$ cat src/rtl/compressed_expander.sv
// RV32C-to-RV32I expander between realigner and decode: one-cycle latency through a main output register.
// A one-entry skid register absorbs a single beat of backpressure; in_ready is simply "skid empty".
module compressed_expander #(
    parameter logic [31:0] RESET_PC     = 32'h0000_0000,
    parameter bit          ILLEGAL_PASS = 1'b1
) (
    input  logic        clk,
    input  logic        reset,
    input  logic        flush,
    input  logic        in_valid,
    output logic        in_ready,
    input  logic [31:0] pc_in,
    input  logic [31:0] inst_in,
    output logic        out_valid,
    input  logic        out_ready,
    output logic [31:0] pc_out,
    output logic [31:0] inst_out,
    output logic        is_compressed,
    output logic        illegal
);

    typedef struct packed {
        logic [31:0] pc;
        logic [31:0] inst;
        logic        is_c;
        logic        ill;
    } slot_t;

    localparam logic [31:0] NOP  = 32'h0000_0013;
    localparam slot_t       IDLE = {RESET_PC, NOP, 1'b0, 1'b0};

    localparam logic [6:0] OP_IMM = 7'b0010011;
    localparam logic [6:0] OP_REG = 7'b0110011;
    localparam logic [6:0] OP_LD  = 7'b0000011;
    localparam logic [6:0] OP_ST  = 7'b0100011;
    localparam logic [6:0] OP_LUI = 7'b0110111;
    localparam logic [6:0] OP_JAL = 7'b1101111;
    localparam logic [6:0] OP_JR  = 7'b1100111;
    localparam logic [6:0] OP_BR  = 7'b1100011;

    // ------------------------------------------------------------------
    // Field extraction
    // ------------------------------------------------------------------
    logic [15:0] c;
    logic [4:0]  rd, rs2, rd_p, rs1_p;
    logic [11:0] imm_4spn, imm_lw, imm6, imm_16sp, imm_lwsp, imm_swsp;
    logic [19:0] imm_lui;
    logic [20:0] imm_j;
    logic [12:0] imm_b;

    assign c     = inst_in[15:0];
    assign rd    = c[11:7];
    assign rs2   = c[6:2];
    assign rd_p  = {2'b01, c[4:2]};
    assign rs1_p = {2'b01, c[9:7]};

    assign imm_4spn = {2'b00, c[10:7], c[12:11], c[5], c[6], 2'b00};
    assign imm_lw   = {5'b0, c[5], c[12:10], c[6], 2'b00};
    assign imm6     = {{6{c[12]}}, c[12], c[6:2]};
    assign imm_16sp = {{2{c[12]}}, c[12], c[4:3], c[5], c[2], c[6], 4'b0000};
    assign imm_lui  = {{14{c[12]}}, c[12], c[6:2]};
    assign imm_lwsp = {4'b0, c[3:2], c[12], c[6:4], 2'b00};
    assign imm_swsp = {4'b0, c[8:7], c[12:9], 2'b00};
    assign imm_j    = {{9{c[12]}}, c[12], c[8], c[10:9], c[6], c[7], c[2], c[11], c[5:3], 1'b0};
    assign imm_b    = {{4{c[12]}}, c[12], c[6:5], c[2], c[11:10], c[4:3], 1'b0};

    // ------------------------------------------------------------------
    // Expansion
    // ------------------------------------------------------------------
    logic [31:0] exp_inst;
    logic        exp_ill;

    always_comb begin
        exp_inst = NOP;
        exp_ill  = 1'b0;
        case (c[1:0])
            2'b00: begin
                case (c[15:13])
                    3'b000: begin
                        exp_inst = {imm_4spn, 5'd2, 3'b000, rd_p, OP_IMM};
                        exp_ill  = (imm_4spn == 12'd0);
                    end
                    3'b010:  exp_inst = {imm_lw, rs1_p, 3'b010, rd_p, OP_LD};
                    3'b110:  exp_inst = {imm_lw[11:5], rd_p, rs1_p, 3'b010, imm_lw[4:0], OP_ST};
                    default: exp_ill  = 1'b1;
                endcase
            end
            2'b01: begin
                case (c[15:13])
                    3'b000: exp_inst = {imm6, rd, 3'b000, rd, OP_IMM};
                    3'b001: exp_inst = {imm_j[20], imm_j[10:1], imm_j[11], imm_j[19:12], 5'd1, OP_JAL};
                    3'b010: exp_inst = {imm6, 5'd0, 3'b000, rd, OP_IMM};
                    3'b011: begin
                        if (rd == 5'd2) begin
                            exp_inst = {imm_16sp, 5'd2, 3'b000, 5'd2, OP_IMM};
                            exp_ill  = (imm_16sp == 12'd0);
                        end else begin
                            exp_inst = {imm_lui, rd, OP_LUI};
                            exp_ill  = (imm_lui == 20'd0);
                        end
                    end
                    3'b100: begin
                        case (c[11:10])
                            2'b00: begin
                                exp_inst = {7'b0000000, c[6:2], rs1_p, 3'b101, rs1_p, OP_IMM};
                                exp_ill  = c[12];
                            end
                            2'b01: begin
                                exp_inst = {7'b0100000, c[6:2], rs1_p, 3'b101, rs1_p, OP_IMM};
                                exp_ill  = c[12];
                            end
                            2'b10: exp_inst = {imm6, rs1_p, 3'b111, rs1_p, OP_IMM};
                            default: begin
                                // c[12]=1 here is SUBW/ADDW or reserved: not RV32
                                exp_ill = c[12];
                                case (c[6:5])
                                    2'b00:   exp_inst = {7'b0100000, rd_p, rs1_p, 3'b000, rs1_p, OP_REG};
                                    2'b01:   exp_inst = {7'b0000000, rd_p, rs1_p, 3'b100, rs1_p, OP_REG};
                                    2'b10:   exp_inst = {7'b0000000, rd_p, rs1_p, 3'b110, rs1_p, OP_REG};
                                    default: exp_inst = {7'b0000000, rd_p, rs1_p, 3'b111, rs1_p, OP_REG};
                                endcase
                            end
                        endcase
                    end
                    3'b101: exp_inst = {imm_j[20], imm_j[10:1], imm_j[11], imm_j[19:12], 5'd0, OP_JAL};
                    3'b110: exp_inst = {imm_b[12], imm_b[10:5], 5'd0, rs1_p, 3'b000,
                                        imm_b[4:1], imm_b[11], OP_BR};
                    default: exp_inst = {imm_b[12], imm_b[10:5], 5'd0, rs1_p, 3'b001,
                                         imm_b[4:1], imm_b[11], OP_BR};
                endcase
            end
            2'b10: begin
                case (c[15:13])
                    3'b000: begin
                        exp_inst = {7'b0000000, c[6:2], rd, 3'b001, rd, OP_IMM};
                        exp_ill  = c[12];
                    end
                    3'b010: begin
                        exp_inst = {imm_lwsp, 5'd2, 3'b010, rd, OP_LD};
                        exp_ill  = (rd == 5'd0);
                    end
                    3'b100: begin
                        if (!c[12]) begin
                            if (rs2 == 5'd0) begin
                                exp_inst = {12'd0, rd, 3'b000, 5'd0, OP_JR};
                                exp_ill  = (rd == 5'd0);
                            end else begin
                                exp_inst = {7'b0000000, rs2, 5'd0, 3'b000, rd, OP_REG};
                            end
                        end else if (rs2 == 5'd0) begin
                            if (rd == 5'd0) exp_inst = 32'h0010_0073;
                            else            exp_inst = {12'd0, rd, 3'b000, 5'd1, OP_JR};
                        end else begin
                            exp_inst = {7'b0000000, rs2, rd, 3'b000, rd, OP_REG};
                        end
                    end
                    3'b110:  exp_inst = {imm_swsp[11:5], rs2, 5'd2, 3'b010, imm_swsp[4:0], OP_ST};
                    default: exp_ill  = 1'b1;
                endcase
            end
            default: begin
                exp_inst = inst_in;
                exp_ill  = 1'b0;
            end
        endcase
    end

    slot_t in_dat;

    always_comb begin
        in_dat.pc   = pc_in;
        in_dat.is_c = (inst_in[1:0] != 2'b11);
        in_dat.ill  = exp_ill;
        if (exp_ill)
            in_dat.inst = ILLEGAL_PASS ? {16'h0000, c} : NOP;
        else
            in_dat.inst = exp_inst;
    end

    // ------------------------------------------------------------------
    // Main register + skid register
    // ------------------------------------------------------------------
    slot_t main_dat, skid_dat;
    logic  main_vld, skid_vld;

    // An empty main register holds IDLE so pc_out reads RESET_PC whenever nothing is held.
    always_ff @(posedge clk or posedge reset) begin
        if (reset) begin
            main_vld <= 1'b0;
            skid_vld <= 1'b0;
            main_dat <= IDLE;
            skid_dat <= IDLE;
        end else if (flush) begin
            main_vld <= 1'b0;
            skid_vld <= 1'b0;
            main_dat <= IDLE;
        end else if (!main_vld || out_ready) begin
            if (skid_vld) begin
                main_dat <= skid_dat;
                skid_vld <= 1'b0;
            end else if (in_valid) begin
                main_vld <= 1'b1;
                main_dat <= in_dat;
            end else begin
                main_vld <= 1'b0;
                main_dat <= IDLE;
            end
        end else if (in_valid && !skid_vld) begin
            skid_vld <= 1'b1;
            skid_dat <= in_dat;
        end
    end

    assign in_ready      = !skid_vld;
    assign out_valid     = main_vld;
    assign pc_out        = main_dat.pc;
    assign inst_out      = main_dat.inst;
    assign is_compressed = main_dat.is_c;
    assign illegal       = main_dat.ill;

endmodule

$ cat config.mk
export PLATFORM = sky130hd
export DESIGN_NAME = compressed_expander
export DESIGN_NICKNAME = d
export VERILOG_FILES = /design/src/rtl/compressed_expander.sv
export SDC_FILE = /design/constraint.sdc
export NUM_CORES = 1
export LEC_CHECK = 0
export ABC_AREA = 1
export ABC_CLOCK_PERIOD_IN_PS = 4850
export CORE_ASPECT_RATIO = 0.8
export CORE_MARGIN = 2
export CORE_UTILIZATION = 30
export CTS_CLUSTER_DIAMETER = 200
export DETAILED_ROUTE_END_ITERATION = 6
export HOLD_SLACK_MARGIN = 0.02
export SYNTH_ARGS = -nofsm -noshare
export SYNTH_HDL_FRONTEND = slang
export SYNTH_SLANG_ARGS = --single-unit
$ cat constraint.sdc
create_clock -name clk -period 4.85 [get_ports clk]
set_clock_uncertainty 0.15 [all_clocks]
set_input_delay 0.485 -clock clk [delete_from_list [all_inputs] [get_ports clk]]
set_output_delay 0.485 -clock clk [all_outputs]
set_load 0.02 [all_outputs]
# After elaboration in Yosys (flattened, before gate mapping)
# Cells that the tools add are included.
# totals
reg_bits	134
in_bits	69
word_cells	76
out_inout_bits	68
# classes
n_mux	31
bitwise_logic	2
n_eq_ne	15
n_reduce_logical	18
# op_table
cell	n
$mux 66	4
$pmux 32 s7	1
$pmux 32 s3	2
$pmux 32 s4	1
$mux 32	3
$pmux 31 s3	1
$pmux 30 s3	1
$mux 29	1
$mux 25	1
$logic_not 12->1	2
$mux 21	1
$logic_not 20->1	1
$mux 1	11
$logic_not 5->1	2
$eq 3x3->1 const B	3
$eq 2x1->1 const B	3
$eq 2x2->1 const B	3
$eq 3x2->1 const B	2
$logic_not 2->1	3
$eq 5x2->1 const B	1
$ne 2x2->1 const B	2
$pmux 1 s2	2
$pmux 1 s4	1
$eq 3x1->1 const B	1
11 further kinds	13

# Depth between registers and ports, before layout
# logic_depth
depth_word	11
mapped_depth	16
ltp_nobuf	15

# Worst setup path after synthesis
# No wires, ideal clock.
# synth_path
path_type	in2reg
startpoint	input inst_in[2]
endpoint	register main_dat (netlist bit inst_out[2])
t_required_ns	4.583
setup_slack_ns	2.851
setup_ns	0.117
stages	14
arrival_time_ns	1.732
path_buffers	2
cell_sequence	buf_4 -> nor2_1 -> nand2_1 -> nor2_4 -> nand2_1 -> nand2_1 -> nand2_1 -> nand2_2 -> nor2_8 -> buf_6 -> o211ai_1 -> nand2_1 -> nand2_1 -> nand2_1
# synth_between
elab_chain_cells	10
elab_cells_between_ends	19
classes_between	mux: 16; reduce/logical: 3
# synth_lines
item	line_no	rtl
start: declaration	13	input logic [31:0] inst_in,
$logic_not 5->1	144, 150	
$mux 25, or another cell as far along	144	if (rs2 == 5'd0) begin
$mux 32 / $mux 1 (equally long branches)	143	if (!c[12]) begin
$pmux 32 s4 / $pmux 1 s4 (equally long branches)	133	case (c[15:13])
$pmux 32 s3 / $pmux 1 s3 (equally long branches)	76	case (c[1:0])
$mux 32 *	174	if (exp_ill)
$mux 66 *	201	end else if (in_valid) begin
$mux 66 *	198	if (skid_vld) begin
$mux 66 *	197	end else if (!main_vld || out_ready) begin
$mux 66 *	193	end else if (flush) begin
end signal: assignment	199	main_dat <= skid_dat;
end signal: assignment	203	main_dat <= in_dat;
end: declaration	183	slot_t main_dat, skid_dat;
# Mark *: on every way between the ends. The rest lies on a longest branch, timed or not. The select of a mux whose other input is x is not followed.
# A chain may end at the register's enable or synchronous reset.

# Final worst setup path
# layout_path
startpoint	input inst_in[14]
endpoint	register main_dat (netlist bit inst_out[9])
# layout_between
elab_chain_cells	9
elab_cells_between_ends	21
classes_between	eq/ne: 6; mux: 13; reduce/logical: 2
# layout_lines
item	line_no	rtl
$eq 3x3->1 / $eq 3x2->1 (equally long branches)	78, 89, 133	
$reduce_or 2->1 (no line)	--	
$pmux 1 s2	78	case (c[15:13])
$pmux 1 s3	76	
$mux 32 *	174	
$mux 66 *	201	
$mux 66 *	198	
$mux 66 *	197	
$mux 66 *	193	
# Marked as above.

==> results.sh <==
export IMPL_status="completed"
export IMPL_synthXorXnorAreaFrac_pct=0
export IMPL_synthAdderAreaFrac_pct=0
export IMPL_cp_endpoint="inst_out[9]"
export IMPL_clockRootBuffer="clkbuf_16"
export IMPL_first_global_vias=7774
export IMPL_slew_headroom_pct=27.1
export IMPL_num_vias=7878
export IMPL_clk_latency_ns=0.42
export IMPL_cts_hold_fix_buffers=0
export IMPL_clkSinkCount=134
export IMPL_power_leakage_nw=4.74
export IMPL_ctsLongestPathBuffers=2
export IMPL_drive_above_1_share_pct=8.10
export IMPL_synth_cell_type_count=33
export IMPL_syn_to_final_growth_pct=28.3
export IMPL_worstSetupPathType="input port to register"
export IMPL_portBuffers=136
export IMPL_wl_mm=28.6
export IMPL_worst_pin_slew_ns=1.09
export IMPL_hpwl_mm=19.6
export IMPL_wl_met2_mm=11.8
export IMPL_grt_pass1_wl_mm=45.8
export IMPL_nets=1267
export IMPL_drtPass1Iterations=6
export IMPL_finalPower_mw=3.34
export IMPL_setup_tns_ns=0
export IMPL_io_pin_count=137
export IMPL_wl_met1_mm=14.1
export IMPL_hold_viol=0
export IMPL_fillers=2658
export IMPL_drt_initial_drc_count=750
export IMPL_report_final_slew_viol_count=0
export IMPL_initial_utilization_pct=30.4
export IMPL_powerDensity_nw_per_um2=339
export IMPL_diodes=0
export IMPL_synth_top_family_by_area="simple AND/OR/NAND/NOR gates"
export IMPL_core_area_sq_um=25200
export IMPL_clk_pin_slew_ns=0.06
export IMPL_min_path_type="register to register"
export IMPL_cts_tree="built"
export IMPL_route_detailed_drc=0
export IMPL_synth_compound_area_share_pct=13.9
export IMPL_cts_made_buffers=17
export IMPL_place_congestion=1.08
export IMPL_wire_per_inst_microns=18.7
export IMPL_highest_layer="met4"
export IMPL_cp_data_required_time_ns=5.01
export IMPL_clock_fmax_ghz=0.304
export IMPL_startpoint="inst_in[14]"
export IMPL_drtAntennaViolNets=0
export IMPL_synth_fp_nets=1168
export IMPL_end_kind="register"
export IMPL_min_period_ns=3.29
export IMPL_synth_simple_area_share_pct=35.5
export IMPL_muxShareOfSynthArea_pct=0
export IMPL_ys_warn_count=0
export IMPL_ir_drop_mv=0.253
export IMPL_rsz0062_at_grt="false"
export IMPL_gr_total_overflow=0
export IMPL_path_max_fanout=46
export IMPL_synth_area_sq_um=7680
export IMPL_die_x_microns=183
export IMPL_fp_dieH_microns=147
export IMPL_fin_crit_sh_pct=67.9
export IMPL_maxCapViolations=0
export IMPL_vias_per_cell=5.14
export IMPL_die_area_sq_um=26900
export IMPL_htree_levels=4
export IMPL_grt_usage_pct=21.9
export IMPL_seq_area_frac_synth_pct=43.7
export IMPL_ys_seq_elements=134
export IMPL_antenna_found_initial=0
export IMPL_cts_repair_resized=0
export IMPL_startpoint_type="input port"
export IMPL_cts_setup_buffers=0
export IMPL_r2r_end="skid_dat[32]"
export IMPL_syn_inst=1099
export IMPL_setup_viol=0
export IMPL_ff2ff_path_depth=6
export IMPL_r2r_slack_ns=2.30
export IMPL_r2r_start="skid_vld"
export IMPL_placementRows=52
export IMPL_met3_length_mm=2.12
export IMPL_arrival_ns=3.45
export IMPL_grt_max_degree=70
export IMPL_avgSynthCellArea_sq_um=6.99
## logic make-up (layout without fill, tap and decap cells)
family                 Yosys count  in the layout
and+or+nand+nor                661            661
AOI/OAI and AO/OA              183            183
DFF                            134            134
buffers and inverters          121            232
## worst min-delay path by stage
| stage | startpoint | endpoint | slack, ns | depth (start not counted) |
|---|---|---|---|---|
| 5_1_grt | skid_dat[12] | skid_dat[12] | 0.34 | 2 |
| 4_1_cts | skid_dat[58] | skid_dat[58] | 0.32 | 2 |
| 3_5_place_dp | skid_dat[47] | skid_dat[47] | 0.31 | 2 |
| 2_1_floorplan | skid_dat[34] | skid_dat[34] | 0.29 | 2 |
| 3_3_place_gp | skid_dat[65] | skid_dat[65] | 0.30 | 2 |
| 6_report | skid_dat[57] | skid_dat[57] | 0.32 | 2 |
## stage by stage
step	cell area (sq um)	instances	util, %	hold slack (ns)	setup WS, ns
floorplan	7680	1099	-	0.292	0.642
global placement	9240	1503	36.6	0.304	1.14
detailed placement	9240	1503	36.6	0.309	1.14
CTS	9860	1534	39.1	0.324	1.58
global route	9860	1534	39.1	0.342	1.22
finish	9860	1534	39.1	0.323	1.56
## cell usage after synthesis
master    instances  area (sq um)
nand4_2           1          12.5
dfrtp_1         128          3200
buf_4             8          60.1
o21ai_1          12          60.1
buf_2            14          70.1
o21ai_0          85           425
nand3_2           1          10.0
o21bai_1          1          7.51
or2_2             9          56.3
inv_1            44           165
a21oi_1          26           130
inv_2             9          33.8
nand4_1          16           100
nor3_1            3          15.0
buf_1            12          45.0
o211ai_2          1          12.5
o21ai_2           4          35.0
a22oi_1          34           255
nor2_2            5          31.3
nor2_8            1          20.0
nand3_1          67           335
nand2_2           9          56.3
nand3b_1          1          7.51
a31oi_1           8          50.1
o211ai_1         10          75.1
dfstp_2           6           158
clkbuf_1         29           109
a21boi_0          2          15.0
buf_6             4          45.0
clkbuf_2          1          5.00
nand2_1         500          1880
nor2_4            3          33.8
nor2_1           45           169
## critical path, cell delays in order
cell	delay, ns
clkdlybuf4s50_1	0.80
inv_2	0.20
nand2_1	0.16
nor2_1	0.23
nand2_1	0.16
nand2_1	0.06
nand2_1	0.06
nand2_2	0.09
nor2_8	0.52
inv_2	0.24
nand2_1	0.11
nand2_1	0.09
nand2_1	0.06
nand2_1	0.06
nand2_1	0.05
nand2_1	0.06
## layout by cell type (no fill, tap or decap), types with 2 or more instances in the layout
master           synthesis  layout
a21boi_0                 2       2
a21oi_1                 26      26
a22oi_1                 34      34
a31oi_1                  8       8
buf_4                    8      12
bufinv_16                0       4
clkbuf_16                0      17
clkdlybuf4s50_1          0     136
clkinv_2                 0       2
clkinv_4                 0       3
clkinvlp_4               0       3
dfrtp_1                128     127
dfstp_2                  6       6
inv_1                   44      42
inv_2                    9      10
nand2_1                500     500
nand2_2                  9       9
nand3_1                 67      67
nand4_1                 16      16
nor2_1                  45      41
nor2_2                   5       6
nor2_4                   3       6
nor3_1                   3       3
o211ai_1                10      10
o21ai_0                 85      85
o21ai_1                 12      12
o21ai_2                  4       4
or2_2                    9       9
## sequential cells by signal, summed over array words and instances, names as in the netlist
| name | cells |
|---|---|
| illegal | 1 |
| inst_out | 32 |
| is_compressed | 1 |
| out_valid | 1 |
| pc_out | 32 |
| skid_dat | 66 |
| skid_vld | 1 |
## power by group
group          internal, mW  switching [mW]  total [mW]
Combinational         0.224           0.379       0.604
Clock                 0.872           0.505        1.38
Sequential             1.27          0.0839        1.36
## routing by layer
layer  track usage [%]  vias to the layer above
li1                  -                     3763
met1              33.9                     3713
met2              30.5                      354
met3              3.97                       48
met4              6.48                        0
met5                 0                        -
## cell type report
class	count	area [sq um]	share of cell area [%]
Clock buffer	19	443	4.49
Clock inverter	12	179	1.81
Inverter	53	204	2.07
Multi-Input combinational cell	844	3810	38.7
Sequential cell	134	3360	34.1
Tap cell	324	405	4.11
Timing Repair Buffer	148	1450	14.7
(Power assumes the default switching activity.)
